## src/rtl/lmmi_access_ctrl.sv

```systemverilog
`default_nettype none
// ------------------------------------------------------------------------
// lmmi_access_ctrl: one-at-a-time command port onto NUM_INST LMMI slaves,
// with a per-phase timeout and a saturating error count.        Rev 1.0
// ------------------------------------------------------------------------
module lmmi_access_ctrl #(
  parameter int NUM_INST    = 2,
  parameter int TIMEOUT_CYC = 255,
  localparam int INST_W     = (NUM_INST > 1) ? $clog2(NUM_INST) : 1,
  localparam int CNT_W      = $clog2(TIMEOUT_CYC + 1)
) (
  input  logic                clk,
  input  logic                srst,
  input  logic                cmd_valid,
  output logic                cmd_ready,
  input  logic                cmd_wr,
  input  logic [INST_W-1:0]   cmd_inst,
  input  logic [7:0]          cmd_offset,
  input  logic [7:0]          cmd_wdata,
  output logic                rsp_valid,
  output logic [7:0]          rsp_rdata,
  output logic                rsp_err,
  output logic [7:0]          err_cnt,
  output logic [NUM_INST-1:0] lmmi_request,
  output logic                lmmi_wr_rdn,
  output logic [7:0]          lmmi_offset,
  output logic [7:0]          lmmi_wdata,
  input  logic [NUM_INST-1:0] lmmi_ready,
  input  logic [7:0]          lmmi_rdata [NUM_INST],
  input  logic [NUM_INST-1:0] lmmi_rdata_valid
);

  localparam logic [CNT_W-1:0] TMO_LAST = CNT_W'(TIMEOUT_CYC - 1);

  typedef enum logic [1:0] {
    S_IDLE   = 2'd0,
    S_REQ    = 2'd1,
    S_RDWAIT = 2'd2,
    S_RESP   = 2'd3
  } state_t;

  state_t              state_q, state_d;
  logic [INST_W-1:0]   inst_q, inst_d;
  logic                wr_q, wr_d;
  logic [7:0]          offset_q, offset_d;
  logic [7:0]          wdata_q, wdata_d;
  logic                bad_q, bad_d;
  logic [CNT_W-1:0]    cnt_q, cnt_d;
  logic [NUM_INST-1:0] req_q, req_d;
  logic                cmd_ready_q, cmd_ready_d;
  logic                rsp_valid_q, rsp_valid_d;
  logic [7:0]          rsp_rdata_q, rsp_rdata_d;
  logic                rsp_err_q, rsp_err_d;
  logic [7:0]          err_cnt_q, err_cnt_d;

  logic                sel_ready;
  logic                sel_valid;
  logic [7:0]          sel_rdata;

  // Only the latched target port is ever looked at; others are ignored.
  always_comb begin
    sel_ready = 1'b0;
    sel_valid = 1'b0;
    sel_rdata = 8'h00;
    for (int i = 0; i < NUM_INST; i++) begin
      if (int'(inst_q) == i) begin
        sel_ready = lmmi_ready[i];
        sel_valid = lmmi_rdata_valid[i];
        sel_rdata = lmmi_rdata[i];
      end
    end
  end

  always_comb begin
    state_d     = state_q;
    inst_d      = inst_q;
    wr_d        = wr_q;
    offset_d    = offset_q;
    wdata_d     = wdata_q;
    bad_d       = bad_q;
    cnt_d       = cnt_q;
    req_d       = '0;
    rsp_valid_d = 1'b0;
    rsp_rdata_d = rsp_rdata_q;
    rsp_err_d   = rsp_err_q;
    err_cnt_d   = err_cnt_q;
    cmd_ready_d = 1'b0;

    case (state_q)
      S_IDLE: begin
        if (cmd_valid) begin
          inst_d   = cmd_inst;
          wr_d     = cmd_wr;
          offset_d = cmd_offset;
          wdata_d  = cmd_wdata;
          bad_d    = (int'(cmd_inst) >= NUM_INST);
          cnt_d    = '0;
          state_d  = S_REQ;
        end
      end
      S_REQ: begin
        cnt_d = cnt_q + 1'b1;
        if (bad_q) begin
          // Bad index spends one silent cycle here so every command reports alike.
          state_d     = S_RESP;
          rsp_err_d   = 1'b1;
          rsp_rdata_d = 8'h00;
        end else if (sel_ready) begin
          if (wr_q) begin
            state_d     = S_RESP;
            rsp_err_d   = 1'b0;
            rsp_rdata_d = 8'h00;
          end else if (sel_valid) begin
            state_d     = S_RESP;
            rsp_err_d   = 1'b0;
            rsp_rdata_d = sel_rdata;
          end else begin
            cnt_d   = '0;
            state_d = S_RDWAIT;
          end
        end else if (cnt_q == TMO_LAST) begin
          state_d     = S_RESP;
          rsp_err_d   = 1'b1;
          rsp_rdata_d = 8'h00;
        end
      end
      S_RDWAIT: begin
        cnt_d = cnt_q + 1'b1;
        if (sel_valid) begin
          state_d     = S_RESP;
          rsp_err_d   = 1'b0;
          rsp_rdata_d = sel_rdata;
        end else if (cnt_q == TMO_LAST) begin
          state_d     = S_RESP;
          rsp_err_d   = 1'b1;
          rsp_rdata_d = 8'h00;
        end
      end
      default: begin
        state_d = S_IDLE;
      end
    endcase

    // Registered outputs are decoded from the next state.
    cmd_ready_d = (state_d == S_IDLE);
    rsp_valid_d = (state_d == S_RESP);
    if (state_d == S_REQ && !bad_d) begin
      for (int i = 0; i < NUM_INST; i++) begin
        req_d[i] = (int'(inst_d) == i);
      end
    end
    if (state_d == S_RESP && rsp_err_d && err_cnt_q != 8'hFF) begin
      err_cnt_d = err_cnt_q + 8'd1;
    end
  end

  always_ff @(posedge clk) begin
    if (srst) begin
      state_q     <= S_IDLE;
      inst_q      <= '0;
      wr_q        <= 1'b0;
      offset_q    <= 8'h00;
      wdata_q     <= 8'h00;
      bad_q       <= 1'b0;
      cnt_q       <= '0;
      req_q       <= '0;
      cmd_ready_q <= 1'b1;
      rsp_valid_q <= 1'b0;
      rsp_rdata_q <= 8'h00;
      rsp_err_q   <= 1'b0;
      err_cnt_q   <= 8'h00;
    end else begin
      state_q     <= state_d;
      inst_q      <= inst_d;
      wr_q        <= wr_d;
      offset_q    <= offset_d;
      wdata_q     <= wdata_d;
      bad_q       <= bad_d;
      cnt_q       <= cnt_d;
      req_q       <= req_d;
      cmd_ready_q <= cmd_ready_d;
      rsp_valid_q <= rsp_valid_d;
      rsp_rdata_q <= rsp_rdata_d;
      rsp_err_q   <= rsp_err_d;
      err_cnt_q   <= err_cnt_d;
    end
  end

  assign cmd_ready    = cmd_ready_q;
  assign rsp_valid    = rsp_valid_q;
  assign rsp_rdata    = rsp_rdata_q;
  assign rsp_err      = rsp_err_q;
  assign err_cnt      = err_cnt_q;
  assign lmmi_request = req_q;
  assign lmmi_wr_rdn  = wr_q;
  assign lmmi_offset  = offset_q;
  assign lmmi_wdata   = wdata_q;

endmodule
`default_nettype wire

```

## config.mk

```make
export PLATFORM = sky130hd
export DESIGN_NAME = lmmi_access_ctrl
export DESIGN_NICKNAME = d
export VERILOG_FILES = /design/src/rtl/lmmi_access_ctrl.sv
export SDC_FILE = /design/constraint.sdc
export NUM_CORES = 1
export LEC_CHECK = 0
export ABC_AREA = 1
export CORE_MARGIN = 1
export CORE_UTILIZATION = 42
export DETAILED_ROUTE_END_ITERATION = 16
export GPL_TIMING_DRIVEN = 1
export PLACE_DENSITY_LB_ADDON = 0.25
export SLEW_MARGIN = 25
export SYNTH_ARGS = -nofsm -noshare
export SYNTH_HDL_FRONTEND = slang
export SYNTH_SLANG_ARGS = --single-unit
```

## constraint.sdc

```tcl
create_clock -name clk -period 1.65 [get_ports clk]
set_input_delay 0.2475 -clock clk [delete_from_list [all_inputs] [get_ports clk]]
set_output_delay 0.2475 -clock clk [all_outputs]
set_load 0.02 [all_outputs]
```

==> reports/summary.txt, run 1 <==
initial core utilization -> 44.2%
clock skew -> 0.00597 ns
HP Class -> reg -> reg
async set-reset flop share out of synthesis -> 0%
clock slew at the register clock pins of the worst setup and hold paths -> 0.10 ns
Worst Max-Slew Pin Slew -> 0.501 ns
Overall Global Routing Usage -> 21.0%
final count of negative-setup-slack endpoints -> 3
number of antenna violations at the first check in global routing -> 0
VDD IR-drop max -> 1.01 mV
Chip Height -> 78.6 um
static leakage -> 1.61 nW
unrepaired setup endpoints after global routing -> true
sequential fraction of the synthesis area -> 40.7%
minimum clock period after layout -> 1.66 ns
total vias in the final route -> 2505
post-route setup slack -> -0.0137 ns
status -> finished, violations left
CTS buffer count -> 5
clock tree from TritonCTS -> yes
CP Capture Type -> flop
warnings from Yosys -> 0
Post-Place Cell Area -> 3470 sq um
sum of routed wire length over all layers -> 6.51 mm
clock sink total -> 50
layout net count -> 481
number of maximum-capacitance constraint violations -> 0
top cells by area in the synthesized netlist -> sky130_fd_sc_hd__dfxtp_1 41%, sky130_fd_sc_hd__nand2_1 8.7%, sky130_fd_sc_hd__nor2_1 8.2%
most common cell in the synthesized netlist -> sky130_fd_sc_hd__nand2_1
full die area -> 6170 sq um
synth-to-layout area growth -> 55.6%
crit path cell chain -> buf_4, ha_4, nand3_1, nand2_1, nand2_2, nand2_1, nor2_1, nor2_2, nand3_4, nand2_1, a21oi_2
dominant cell type by count on the critical path -> sky130_fd_sc_hd__nand2_1
area taken by flip-flops and latches -> 1010 sq um
number of remaining DRC errors -> 0
number of standard cells in the layout, taps in and fillers out -> 504
multi-input logic area -> 1460 sq um
post-synthesis instance area -> 2460 sq um
share of final-layout standard cells stronger than drive strength 1 -> 27.8%
path type of the worst setup path -> reg -> reg
number of filler instances in the final layout -> 450
worst-skew pair later-pin latency -> 0.31 ns
crit-path leading delay family -> simple AND/OR/NAND/NOR gates
number of vias per cell after detailed routing -> 4.97
highest cell delay on the worst timing path -> 0.36 ns
cell taking the most area after synthesis -> sky130_fd_sc_hd__dfxtp_1
largest net degree at the start of global routing -> 17
headroom to the max-slew limit -> 66.6%
core region area -> 5570 sq um
CTS root buffer -> sky130_fd_sc_hd__clkbuf_8
arrival time at the worst endpoint -> 1.87 ns
final period utilization -> 101%
syn avg cell area -> 7.69 sq um
Critical Path RT -> 1.85 ns
final max-slew violation count -> 0
via count of the first global-routing pass -> 2302
sort of element at the start of the critical path -> flop
Post-synth EDFFs -> 0
total half-perimeter wirelength after legalization and detailed placement -> 4.50 mm
Unique masters post-synth -> 35
worst-case setup slack after placement -> -0.168 ns
IO Pins -> 79
nets in the synthesized netlist -> 370
count of final hold-check violations -> 0
port bufs -> 78
total global routing overflow -> 0
Synth Flop Type -> sky130_fd_sc_hd__dfxtp_1
violated checks -> negative setup slack
Gate Count Post-Synth -> 320
drt first pass iters -> 6
Die X -> 78.6 um
initial DRC count -> 150
RePlAce Congestion -> 0.878
buffer levels on the longest clock path -> 2
FF+latch count, synth -> 50
Power per Cell Area -> 1510 nW/um^2
post-synth top area share -> 40.7%
CP bufs+invs -> 1
count of placed standard cells including taps -> 488
Post-CTS Hold Fix Bufs -> 0
cell type of the slowest stage on the worst timing path -> sky130_fd_sc_hd__dfxtp_2
post-detailed-route wirelength per cell -> 12.9 um
Max Fclk -> 0.601 GHz
first-pass GRT wire length -> 10.3 mm
Final Instance Area -> 3830 sq um
Cell Rows -> 27
most frequent cells after synthesis -> 57 x sky130_fd_sc_hd__nand2_1, 54 x sky130_fd_sc_hd__nor2_1, 50 x sky130_fd_sc_hd__dfxtp_1, 23 x sky130_fd_sc_hd__inv_1, 22 x sky130_fd_sc_hd__nand3_1
H-tree depth -> 2
CP max FO -> 7
DRT antenna net count -> 0
antenna fix cells -> 0
## registers in the layout (all words and copies together), names as in the netlist
register / cells
state_q: 2
rsp_rdata: 8
err_cnt: 8
lmmi_request: 2
lmmi_offset: 8
cnt_q: 8
rsp_err: 1
cmd_ready: 1
inst_q: 1
rsp_valid: 1
lmmi_wr_rdn: 1
bad_q: 1
lmmi_wdata: 8
## cell usage in the layout, fill, tap and decap left out, types with 2 or more instances in the layout
master / netlist / final
sky130_fd_sc_hd__a21oi_1: 14 / 13
sky130_fd_sc_hd__a21oi_2: 7 / 8
sky130_fd_sc_hd__buf_4: 0 / 34
sky130_fd_sc_hd__clkbuf_8: 0 / 5
sky130_fd_sc_hd__clkdlybuf4s50_1: 0 / 71
sky130_fd_sc_hd__clkinvlp_4: 0 / 2
sky130_fd_sc_hd__dfxtp_1: 50 / 45
sky130_fd_sc_hd__dfxtp_2: 0 / 4
sky130_fd_sc_hd__dlymetal6s2s_1: 0 / 6
sky130_fd_sc_hd__ha_1: 9 / 5
sky130_fd_sc_hd__ha_4: 0 / 4
sky130_fd_sc_hd__inv_1: 23 / 19
sky130_fd_sc_hd__inv_2: 2 / 6
sky130_fd_sc_hd__nand2_1: 57 / 43
sky130_fd_sc_hd__nand2_2: 9 / 19
sky130_fd_sc_hd__nand2_4: 0 / 4
sky130_fd_sc_hd__nand3_1: 22 / 14
sky130_fd_sc_hd__nand3_2: 2 / 10
sky130_fd_sc_hd__nor2_1: 54 / 51
sky130_fd_sc_hd__nor2_2: 2 / 5
sky130_fd_sc_hd__nor2_4: 1 / 2
sky130_fd_sc_hd__nor3_1: 2 / 2
sky130_fd_sc_hd__o2111ai_1: 8 / 8
sky130_fd_sc_hd__o21ai_0: 20 / 20
sky130_fd_sc_hd__or2_2: 8 / 8
sky130_fd_sc_hd__xnor2_1: 4 / 4
sky130_fd_sc_hd__xor2_1: 5 / 5
## kinds of logic (layout without fill, tap and decap cells)
logic type	Yosys count	after routing	synth area share, %
adder cells (fa/ha/maj)	9	9	4.57
AND/OR/NAND/NOR	163	164	30.8
buffers and inverters	35	146	6.76
XOR/XNOR	9	9	3.20
flip-flops	50	50	40.7
AO/OA/AOI/OAI	54	54	14.0
## worst reg2reg max path: stages, from the launching register on
cell and delay [ns]:
sky130_fd_sc_hd__dfxtp_2 0.36, sky130_fd_sc_hd__buf_4 0.12, sky130_fd_sc_hd__ha_4 0.17, sky130_fd_sc_hd__nand3_1 0.12
sky130_fd_sc_hd__nand2_1 0.12, sky130_fd_sc_hd__nand2_2 0.08, sky130_fd_sc_hd__nand2_1 0.08, sky130_fd_sc_hd__nor2_1 0.05
sky130_fd_sc_hd__nor2_2 0.13, sky130_fd_sc_hd__nand3_4 0.16, sky130_fd_sc_hd__nand2_1 0.12, sky130_fd_sc_hd__a21oi_2 0.05
## routing by layer
| layer | vias to the layer above | track usage [%] | routed length, um | share of wire (%) |
|---|---|---|---|---|
| met3 | 11 | 5.35 | 352 | 5.4 |
| met2 | 75 | 36.2 | 3240 | 50 |
| met5 | - | 0 | 0 | 0 |
| met1 | 1151 | 25.2 | 2810 | 43 |
| li1 | 1268 | - | - | - |
| met4 | 0 | 6.85 | 109 | 1.7 |
## through the flow
step	hold WS (ns)	utilization, %	total power [mW]	TNS, ns
after global placement	0.447	62.3	4.32	-1.48
after detailed placement	0.453	62.3	4.37	-2.44
after floorplan	0.324	-	3.29	0
final	0.464	68.7	5.79	-0.0244
after global routing	0.492	68.7	6.17	-0.716
after CTS	0.466	65.1	5.37	0
## worst paths after layout
path                          from                      end  slack, ns  cells past startpoint
max          state_q[0]$_SDFF_PP0_  err_cnt[1]$_SDFFE_PP0P_      -0.01                     11
min          cnt_q[7]$_SDFFE_PP0P_    cnt_q[7]$_SDFFE_PP0P_       0.46                      2
max reg2reg  state_q[0]$_SDFF_PP0_  err_cnt[1]$_SDFFE_PP0P_      -0.01                     11
min reg2reg  cnt_q[7]$_SDFFE_PP0P_    cnt_q[7]$_SDFFE_PP0P_       0.46                      2
## report_power, final
part           switching [mW]  internal [mW]  total (mW)
clock                   0.423          0.451       0.874
combinational            1.86           1.43        3.29
sequential              0.146           1.47        1.62
## area by class of cell
| cell class | instances | share of cell area, % |
|---|---|---|
| multi-input combinational | 236 | 38.2 |
| timing repair buffer | 113 | 27.7 |
| sequential | 50 | 26.4 |
| inverter | 25 | 2.45 |
| tap | 72 | 2.35 |
| clock buffer | 5 | 1.80 |
| clock inverter | 3 | 1.18 |
## what timing repair did
| item | 4_1_cts | 5_1_grt |
|---|---|---|
| cloned | 1 | 0 |
| gates resized for setup | 9 | 47 |
| pin swaps | 3 | 19 |
| buffers inserted | 1 | 6 |
| setup endpoints to repair | 13 | 44 |
(Power assumes the default switching activity.)
==> run 2, diff against run 1 <==
--- a/config.mk
+++ b/config.mk
@@ -6,8 +6,10 @@
 export NUM_CORES = 1
 export LEC_CHECK = 0
 export ABC_AREA = 1
+export CAP_MARGIN = 20
 export CORE_MARGIN = 1
 export CORE_UTILIZATION = 42
+export CTS_CLUSTER_DIAMETER = 40
 export DETAILED_ROUTE_END_ITERATION = 16
 export GPL_TIMING_DRIVEN = 1
 export PLACE_DENSITY_LB_ADDON = 0.25
==> results of run 2 <==
Final layout, timing and power as in run 1 (identical DEF).
